**src/rtl/keypad_pkg.sv**
```systemverilog
// Shared types, constants and helpers for the matrix keypad scanner.
package keypad_pkg;

  // Kind of result produced by one full scan of the keypad matrix.
  typedef enum logic [1:0] {
    SCAN_NONE   = 2'd0,
    SCAN_SINGLE = 2'd1,
    SCAN_MULTI  = 2'd2
  } scan_kind_e;

  // Lock-side codes for the non-digit keys.
  localparam int unsigned KEY_STAR   = 13;
  localparam int unsigned KEY_HASH   = 14;
  localparam int unsigned KEY_LETTER = 15;

  // Phone-style 4x4 map, nibble n holds the code for idx n = row*4 + col.
  localparam logic [63:0] PHONE_MAP_TBL = {
    4'(KEY_LETTER), 4'(KEY_HASH), 4'd0, 4'(KEY_STAR),   // row3: *,0,#,D
    4'(KEY_LETTER), 4'd9,         4'd8, 4'd7,           // row2: 7,8,9,C
    4'(KEY_LETTER), 4'd6,         4'd5, 4'd4,           // row1: 4,5,6,B
    4'(KEY_LETTER), 4'd3,         4'd2, 4'd1            // row0: 1,2,3,A
  };

  // Ceiling log2, usable in constant expressions.
  function automatic int unsigned clog2(input int unsigned v);
    int unsigned r;
    r = 0;
    for (int i = 0; i < 32; i++) begin
      if ((33'd1 << i) < 33'(v)) r = 32'(i + 1);
    end
    return r;
  endfunction

  // Phone-style code for a 4x4 key index.
  function automatic logic [3:0] phone_map(input logic [3:0] idx);
    return PHONE_MAP_TBL[{idx, 2'b00} +: 4];
  endfunction

endpackage

```
**src/rtl/keypad_scan_tick.sv**
```systemverilog
// Column-dwell prescaler: one-cycle tick on the last cycle of every dwell.
module keypad_scan_tick
  import keypad_pkg::*;
#(
  parameter int unsigned SCAN_DIV = 100000
) (
  input  logic clk,
  input  logic rst,
  output logic tick
);

  localparam int unsigned CNT_W = (clog2(SCAN_DIV) < 1) ? 1 : clog2(SCAN_DIV);
  localparam logic [CNT_W-1:0] TERM = CNT_W'(SCAN_DIV - 1);

  logic [CNT_W-1:0] cnt_q, cnt_d;
  logic             tick_q;

  // Next count, wrapping at the terminal value.
  always_comb begin
    cnt_d = (cnt_q == TERM) ? '0 : cnt_q + CNT_W'(1);
  end

  // Counter and registered tick, which is high exactly while cnt_q == TERM.
  always_ff @(posedge clk or posedge rst) begin
    if (rst) begin
      cnt_q  <= '0;
      tick_q <= 1'b0;
    end else begin
      cnt_q  <= cnt_d;
      tick_q <= (cnt_d == TERM);
    end
  end

  assign tick = tick_q;

endmodule

```
**src/rtl/keypad_scanner.sv**
```systemverilog
// Matrix keypad scanner with full-scan debounce and one-shot press events.
// Optional macro KEYPAD_PHONE_MAP_EN selects the phone-style 4x4 key code map
// instead of the linear row*N_COLS+col code.
module keypad_scanner
  import keypad_pkg::*;
#(
  parameter int unsigned N_ROWS         = 4,
  parameter int unsigned N_COLS         = 4,
  parameter int unsigned CODE_W         = 4,
  parameter int unsigned SCAN_DIV       = 100000,
  parameter int unsigned DEBOUNCE_SCANS = 4
) (
  input  logic              clk,
  input  logic              rst,
  input  logic [N_ROWS-1:0] row,
  output logic [N_COLS-1:0] col,
  output logic [CODE_W-1:0] key_code,
  output logic              key_valid,
  output logic              key_held,
  output logic              scan_tick
);

  localparam int unsigned IDX_W = clog2(N_ROWS * N_COLS);
  localparam int unsigned CI_W  = clog2(N_COLS);
  localparam logic [3:0]  DEB   = 4'(DEBOUNCE_SCANS);

  if (CODE_W < IDX_W) begin : g_code_w_check
    $error("keypad_scanner: CODE_W too narrow for N_ROWS*N_COLS keys");
  end

`ifdef KEYPAD_PHONE_MAP_EN
  if (N_ROWS != 4 || N_COLS != 4 || CODE_W < 4) begin : g_phone_map_check
    $error("keypad_scanner: phone map requires a 4x4 matrix and CODE_W >= 4");
  end
`endif

  logic              tick;
  logic [N_COLS-1:0] col_q;
  logic [CI_W-1:0]   col_idx_q;
  logic [1:0]        hit_cnt_q, hit_cnt_d;
  logic [IDX_W-1:0]  first_idx_q, first_idx_d;
  scan_kind_e        cand_q, res_kind;
  logic [IDX_W-1:0]  cand_idx_q;
  logic [3:0]        stable_cnt_q, stable_cnt_d;
  logic [CODE_W-1:0] key_code_q;
  logic              key_valid_q;
  logic              key_held_q;

  logic [1:0]        row_hits;
  logic [IDX_W-1:0]  row_first;
  logic [2:0]        hit_sum;
  logic              eos;
  logic              same;
  logic              fire;
  logic [CODE_W-1:0] key_map;

  keypad_scan_tick #(
    .SCAN_DIV(SCAN_DIV)
  ) u_scan_tick (
    .clk (clk),
    .rst (rst),
    .tick(tick)
  );

  // Fold the current column's rows into the scan accumulators and judge the scan result.
  always_comb begin
    row_hits  = 2'd0;
    row_first = '0;
    for (int r = N_ROWS - 1; r >= 0; r--) begin
      if (row[r]) row_first = IDX_W'(r * N_COLS) + IDX_W'(col_idx_q);
    end
    for (int r = 0; r < N_ROWS; r++) begin
      if (row[r] && row_hits != 2'd2) row_hits = row_hits + 2'd1;
    end

    hit_sum     = {1'b0, hit_cnt_q} + {1'b0, row_hits};
    hit_cnt_d   = (hit_sum >= 3'd2) ? 2'd2 : hit_sum[1:0];
    first_idx_d = (hit_cnt_q == 2'd0) ? row_first : first_idx_q;
    eos         = tick && (col_idx_q == CI_W'(N_COLS - 1));

    case (hit_cnt_d)
      2'd0:    res_kind = SCAN_NONE;
      2'd1:    res_kind = SCAN_SINGLE;
      default: res_kind = SCAN_MULTI;
    endcase

    same = (res_kind == cand_q) &&
           ((res_kind != SCAN_SINGLE) || (first_idx_d == cand_idx_q));
    if (same) stable_cnt_d = (stable_cnt_q == DEB) ? DEB : stable_cnt_q + 4'd1;
    else      stable_cnt_d = 4'd1;

    // Fire only on the scan where the count reaches DEB, not while it sits saturated.
    fire = eos && (stable_cnt_d == DEB) && !(same && (stable_cnt_q == DEB));
  end

`ifdef KEYPAD_PHONE_MAP_EN
  assign key_map = CODE_W'(phone_map(4'(first_idx_d)));
`else
  assign key_map = CODE_W'(first_idx_d);
`endif

  // Column rotation and per-scan accumulation, advanced once per dwell.
  always_ff @(posedge clk or posedge rst) begin
    if (rst) begin
      col_q       <= N_COLS'(1);
      col_idx_q   <= '0;
      hit_cnt_q   <= 2'd0;
      first_idx_q <= '0;
    end else if (tick) begin
      col_q     <= {col_q[N_COLS-2:0], col_q[N_COLS-1]};
      col_idx_q <= (col_idx_q == CI_W'(N_COLS - 1)) ? '0 : col_idx_q + CI_W'(1);
      if (eos) begin
        hit_cnt_q   <= 2'd0;
        first_idx_q <= '0;
      end else begin
        hit_cnt_q   <= hit_cnt_d;
        first_idx_q <= first_idx_d;
      end
    end
  end

  // Debounce FSM: candidate result, stability count and press/release events.
  always_ff @(posedge clk or posedge rst) begin
    if (rst) begin
      cand_q       <= SCAN_NONE;
      cand_idx_q   <= '0;
      stable_cnt_q <= 4'd0;
      key_code_q   <= '0;
      key_valid_q  <= 1'b0;
      key_held_q   <= 1'b0;
    end else begin
      key_valid_q <= 1'b0;
      if (eos) begin
        if (!same) begin
          cand_q     <= res_kind;
          cand_idx_q <= first_idx_d;
        end
        stable_cnt_q <= stable_cnt_d;
        if (fire) begin
          case (res_kind)
            SCAN_SINGLE: begin
              // A new key while another is still held is roll-over: no event.
              if (!key_held_q) begin
                key_code_q  <= key_map;
                key_valid_q <= 1'b1;
                key_held_q  <= 1'b1;
              end
            end
            SCAN_NONE: key_held_q <= 1'b0;
            default:   ;
          endcase
        end
      end
    end
  end

  assign col       = col_q;
  assign key_code  = key_code_q;
  assign key_valid = key_valid_q;
  assign key_held  = key_held_q;
  assign scan_tick = tick;

endmodule

```
**config.mk**
```make
export PLATFORM = sky130hd
export DESIGN_NAME = keypad_scanner
export DESIGN_NICKNAME = d
export VERILOG_FILES = /design/src/rtl/keypad_pkg.sv /design/src/rtl/keypad_scan_tick.sv /design/src/rtl/keypad_scanner.sv
export SDC_FILE = /design/constraint.sdc
export NUM_CORES = 1
export LEC_CHECK = 0
export CORE_MARGIN = 3
export CORE_UTILIZATION = 30
export DETAILED_ROUTE_END_ITERATION = 8
export PLACE_DENSITY = 0.53
export SYNTH_ARGS = -nofsm -noshare
export SYNTH_HDL_FRONTEND = slang
export SYNTH_SLANG_ARGS = --single-unit
```
**constraint.sdc**
```tcl
create_clock -name clk -period 6.6 [get_ports clk]
set_input_delay 0.99 -clock clk [delete_from_list [all_inputs] [get_ports clk]]
set_output_delay 0.99 -clock clk [all_outputs]
set_load 0.02 [all_outputs]
```
==> impl_metrics.yaml, run 1 <==
global_routing:
  grt_pass1_wl_um: 9200
  grt_pass1_vias: 1924
  grt_overflow_total: 0
  grtUsageTotal_pct: 11.6
  grt_max_degree: 47
  antenna_found_initial: 0
place:
  placedCellCount: 372
  io_buffers: 16
  place_area_um2: 2860
  gp_congestion: 0.829
  dp_hpwl_um: 3750
synth:
  avgSynthCellArea_um2: 10.1
  synthTopCellsByArea: "dfrtp_1 43%, ha_1 4.3%, mux2_2 3.9%"
  yosysTopAreaCellShare_pct: 43.4
  synth_async_sr_flop_share_pct: 100
  synth_seq_cells: 46
  syn_area_um2: 2600
  yosysSeqAreaShare_pct: 44.4
  ys_types: 57
  synthCells: 257
  yosysMostFrequentCell: "dfrtp_1"
  yosys_warnings: 0
  synth_edf_count: 0
  yosys.area.top_type: "dfrtp_1"
  synth_ff_type: "dfrtp_1"
  synthesis.nets: 273
  synthTopCellsByCount: "45 x dfrtp_1, 23 x nand2_1, 22 x inv_1"
die:
  die_h_um: 99.0
  dieArea_um2: 9810
  initial_core_util_pct: 31.3
  io_pins: 17
  num_rows: 33
  core_area_um2: 8300
  dieWidth_um: 99.0
detailed_routing:
  finalWirelength_um: 5180
  drc: 0
  wl_per_cell_um: 13.6
  drt-vias-per-instance: 4.96
  drtIter0Drc: 50
  ant_nets: 0
  first_pass_iters: 4
  detailroute.via_count: 1883
final_layout:
  num_antenna_cells: 0
  drive_gt1_share_pct: 11.6
  design_area_um2: 2960
  final_nets: 290
  fin_cells: 380
  area_delta_synth_final_pct: 13.9
sta:
  tightest_slew_ns: 0.971
  setup_viol: 0
  tns_ns: 0
  drv_slew: 0
  slew_headroom_pct: 35.2
  hold_ws_ns: 0.512
  fmax_ghz: 0.206
  hold_violations: 0
  skew_ns: 0.00628
  fin_crit_sh_pct: 73.5
  rsz0062_at_grt: "false"
  period_minus_slack_ns: 4.85
min_path:
  hold_path_class: "reg -> reg"
critical_path:
  critPathLaunchType: "input pin"
  crit_required_ns: 6.79
  critical_path_class: "in -> reg"
  worstPathArrival_ns: 5.04
  path_max_fanout: 7
  r2r_slack_ns: 3.74
  endpoint_kind: "flop"
clocking:
  cts_tree: "yes"
  cts_root_buf: "clkbuf_8"
  clk_latency_ns: 0.30
  cts_buffers: 5
  post_cts_buffers: 0
  clockBufferDepth: 2
  htree_levels: 2
  hold_buffers: 0
  clock-sinks: 46
  path_clk_slew_ns: 0.09
  post_cts_resized: 0
pwr:
  power.density_nw_per_um2: 179
  power_switching_uw: 137
  p_seq_share_pct: 54.7
  p_int_uw: 393
  ir_worst_vdd_mv: 0.0789
  power_frac_clock_pct: 34.5
  power_leakage_nw: 1.26
  swShare_pct: 25.8
  comb_power_share_pct: 10.7
flow_run:
  cap_violations: 0
outcome:
  outcome: "complete, no violations"
[power groups by stage]
stage          sequential, mW  combinational, mW  clock, mW
4_1_cts                 0.290             0.0580      0.192
2_1_floorplan           0.296             0.0403          0
5_1_grt                 0.291             0.0650      0.204
3_3_place_gp            0.296             0.0569          0
3_5_place_dp            0.296             0.0575          0
6_report                0.290             0.0568      0.183
[worst max-delay path, cell delays in order]
cell	delay (ns)
clkdlybuf4s50_1	0.56
ha_1	0.26
or2b_1	0.26
nand2_1	0.07
o21ai_0	0.11
ha_1	0.22
nor2b_1	0.21
xnor2_1	0.17
ha_1	0.17
inv_1	0.05
fa_1	0.50
nand2_1	0.09
or4_1	0.53
a211oi_4	0.33
nand4_4	0.18
mux2_1	0.35
[layer usage]
| metal | GRT usage, % | wire length (µm) |
|---|---|---|
| met3 | 3.61 | 210 |
| met1 | 15.3 | 2530 |
| met4 | 4.10 | 78 |
| met2 | 17.9 | 2350 |
| met5 | 0 | 0 |
[logic make-up after synthesis]
kind of cell    Yosys count  synth area share (%)
compound gates           40                  12.2
xor+xnor                 21                  7.08
fa+ha+maj                10                  5.11
buf+inv                  28                  4.14
flops                    46                  44.4
mux                      13                  5.69
simple gates             99                  21.4
[cells in the final DEF, fill, tap and decap left out, types with 2 or more instances in the layout]
cell             netlist  routed
a21oi_1                5       5
a2bb2oi_1              2       2
a31oi_1                2       2
and2_1                 2       2
clkbuf_8               0       6
clkdlybuf4s50_1        0      16
dfrtp_1               45      45
ha_1                   9       9
inv_1                 22      21
mux2_2                 9       9
mux2i_1                2       2
nand2_1               23      23
nand2b_1               3       3
nand3_1               10      10
nand4_1                6       6
nor2_1                19      19
nor2b_1                6       6
nor3_1                 4       4
nor3b_1                2       2
nor4_1                 3       3
nor4b_1                2       2
o211ai_1               2       2
o21ai_0               11      11
o22ai_1                5       5
or2_2                  3       3
or3_1                  4       4
or4_1                  2       2
xnor2_1               11      11
xor2_1                10      10
[path summary, 6_finish.rpt]
check	start	to	cells past startpoint
max	row[1]	key_code[0]	16
min reg2reg	col_idx_q[0]	col_idx_q[0]	1
max reg2reg	hit_cnt_q[0]	key_code[0]	6
min in group asynchronous	rst	stable_cnt_q[0]	2
max in group asynchronous	rst	col[3]	2
min	col_idx_q[0]	col_idx_q[0]	1
[area by class of cell]
type,count,area [µm²]
timing repair buffer,16,160
clock inverter,2,12.5
multi-input combinational,183,1340
sequential,46,1150
inverter,22,82.6
tap,105,131
fill,870,5340
clock buffer,6,82.6
[registers in the layout, summed over array words and instances (netlist names)]
signal	cells
cand_idx_q	4
cand_q	2
col	4
col_idx_q	2
first_idx_q	4
hit_cnt_q	2
key_code	4
key_held	1
key_valid	1
stable_cnt_q	4
u_scan_tick.cnt_q	17
u_scan_tick.tick	1
[stage by stage]
step | worst slack (ns) | power (mW) | utilization [%]
final | 1.75 | 0.530 | 35.6
after floorplan | 2.35 | 0.336 | -
after global routing | 1.47 | 0.559 | 35.6
after CTS | 1.75 | 0.540 | 35.6
after detailed placement | 1.45 | 0.353 | 34.5
after global placement | 1.56 | 0.352 | 34.5
No activity file was read; power rests on OpenSTA's default activity.
==> inputs of run 2 (changes only) <==
clock period = 4.5 ns   (was 6.6 ns; I/O delays follow)
==> impl_metrics.yaml, run 2 (synthesized netlist as in run 1, its figures left out) <==
die:
  io_pins: 17
  die_h_um: 99.0
  num_rows: 33
  core_area_um2: 8300
  dieWidth_um: 99.0
  dieArea_um2: 9810
  initial_core_util_pct: 31.3
clocking:
  path_clk_slew_ns: 0.10
  hold_buffers: 0
  htree_levels: 2
  clockBufferDepth: 2
  cts_tree: "yes"
  clk_latency_ns: 0.31
  cts_buffers: 5
  cts_root_buf: "clkbuf_8"
  clock-sinks: 46
sta:
  tightest_slew_ns: 0.940
  fin_crit_sh_pct: 93.9
  skew_ns: 0.0150
  slew_headroom_pct: 37.3
  drv_slew: 0
  hold_violations: 0
  fmax_ghz: 0.237
  setup_viol: 0
  rsz0062_at_grt: "false"
  period_minus_slack_ns: 4.22
final_layout:
  final_nets: 301
  layout_common_cells: "45 x dfrtp_1, 23 x nand2_1, 21 x inv_1"
  design_area_um2: 3090
  area_delta_synth_final_pct: 18.8
  drive_gt1_share_pct: 15.4
  mostFrequentLayoutCell: "dfrtp_1"
  regMostFlops: "u_scan_tick.cnt_q"
  fin_cells: 391
  largest_reg_flops: 17
  finish.utilization_pct: 37.2
  num_antenna_cells: 0
detailed_routing:
  finalWirelength_um: 5260
  wl_per_cell_um: 13.4
  detailroute.via_count: 1934
  drt-vias-per-instance: 4.95
  drtIter0Drc: 68
  first_pass_iters: 4
  ant_nets: 0
  drc: 0
min_path:
  hold_depth: 1
  hold_path_class: "reg -> reg"
critical_path:
  critPathLaunchType: "input pin"
  critical_path_class: "in -> reg"
  endpoint_kind: "flop"
  worstPathArrival_ns: 4.43
  path_max_fanout: 4
  crit_required_ns: 4.70
  ff2ff_path_depth: 6
pwr:
  power_leakage_nw: 1.34
  ir_worst_vdd_mv: 0.129
  power.density_nw_per_um2: 290
global_routing:
  grt_overflow_total: 0
  antenna_found_initial: 0
  grtUsageTotal_pct: 11.7
  grt_pass1_wl_um: 9320
  grt_max_degree: 47
  grt_pass1_vias: 1978
outcome:
  outcome: "complete, no violations"
place:
  placedCellCount: 383
  io_buffers: 16
  place_area_um2: 2950
  gp_congestion: 0.794
  dp_hpwl_um: 3860
flow_run:
  cap_violations: 0
-- run 2: cell types whose count changed in the layout (fill, tap and decap cells not counted), sizes merged --
cell,previous run,this run
buf,0,11
bufinv,0,2
clkbuf,6,5
clkinvlp,1,0
-- run 2: report_power, final --
part	total (mW)	switching (mW)	internal [mW]
clock network	0.374	0.151	0.223
logic	0.0962	0.0543	0.0419
registers	0.425	0.00503	0.420
total	0.895	0.210	0.684
-- run 2: timing repair --
action | 4_1_cts | 5_1_grt
gates resized for setup | 0 | 1
endpoints found under the setup margin | 0 | 1
setup buffers | 0 | 0
-- run 2: metrics by stage --
| stage | total power [mW] | TNS [ns] | hold WS, ns | setup WS, ns |
|---|---|---|---|---|
| 2_1_floorplan | 0.493 | 0 | 0.471 | 0.569 |
| 5_1_grt | 0.935 | 0 | 0.541 | 0.0584 |
| 3_5_place_dp | 0.530 | -0.300 | 0.509 | -0.114 |
| 6_report | 0.895 | 0 | 0.511 | 0.276 |
| 4_1_cts | 0.910 | 0 | 0.519 | 0.204 |
| 3_3_place_gp | 0.528 | 0 | 0.498 | 0.00747 |
-- run 2: final cells by class --
type	instances	area, µm²
Inverter	22	82.6
Multi-Input combinational cell	183	1340
Tap cell	105	131
Clock buffer	5	68.8
Clock inverter	3	68.8
Fill cell	828	5210
Timing Repair Buffer	27	243
Sequential cell	46	1150
-- run 2: final timing paths --
| kind | startpoint | to | slack (ns) |
|---|---|---|---|
| max | row[0] | key_code[0] | 0.28 |
| min | col_idx_q[0] | col_idx_q[0] | 0.51 |
| max reg2reg | hit_cnt_q[0] | key_code[0] | 1.73 |
| min reg2reg | col_idx_q[0] | col_idx_q[0] | 0.51 |
| max in group asynchronous | rst | col_idx_q[1] | 3.01 |
| min in group asynchronous | rst | u_scan_tick.cnt_q[12] | 0.90 |
-- run 2: critical path, stage by stage --
cell             delay [ns]
clkdlybuf4s50_1        0.47
ha_1                   0.22
or2b_1                 0.26
nand2_1                0.08
o21ai_0                0.11
ha_1                   0.23
nor2b_2                0.16
xnor2_1                0.14
ha_1                   0.16
inv_1                  0.05
fa_1                   0.50
nand2_1                0.07
or4_1                  0.53
a211oi_4               0.28
nand4_4                0.15
mux2_1                 0.35
-- run 2: routing by layer --
layer / track usage [%] / share of wire, % / up-vias
met5: 0 / 0 / -
met4: 4.62 / 2.3 / 0
met3: 2.55 / 3.8 / 11
met2: 19.9 / 47 / 33
met1: 14.5 / 47 / 932
li1: - / - / 958
==> inputs of run 3 (changes only) <==
SLEW_MARGIN = 15   (was not set)
==> results of run 3 <==
The final DEF is identical to that of run 2; final timing and power are the same.
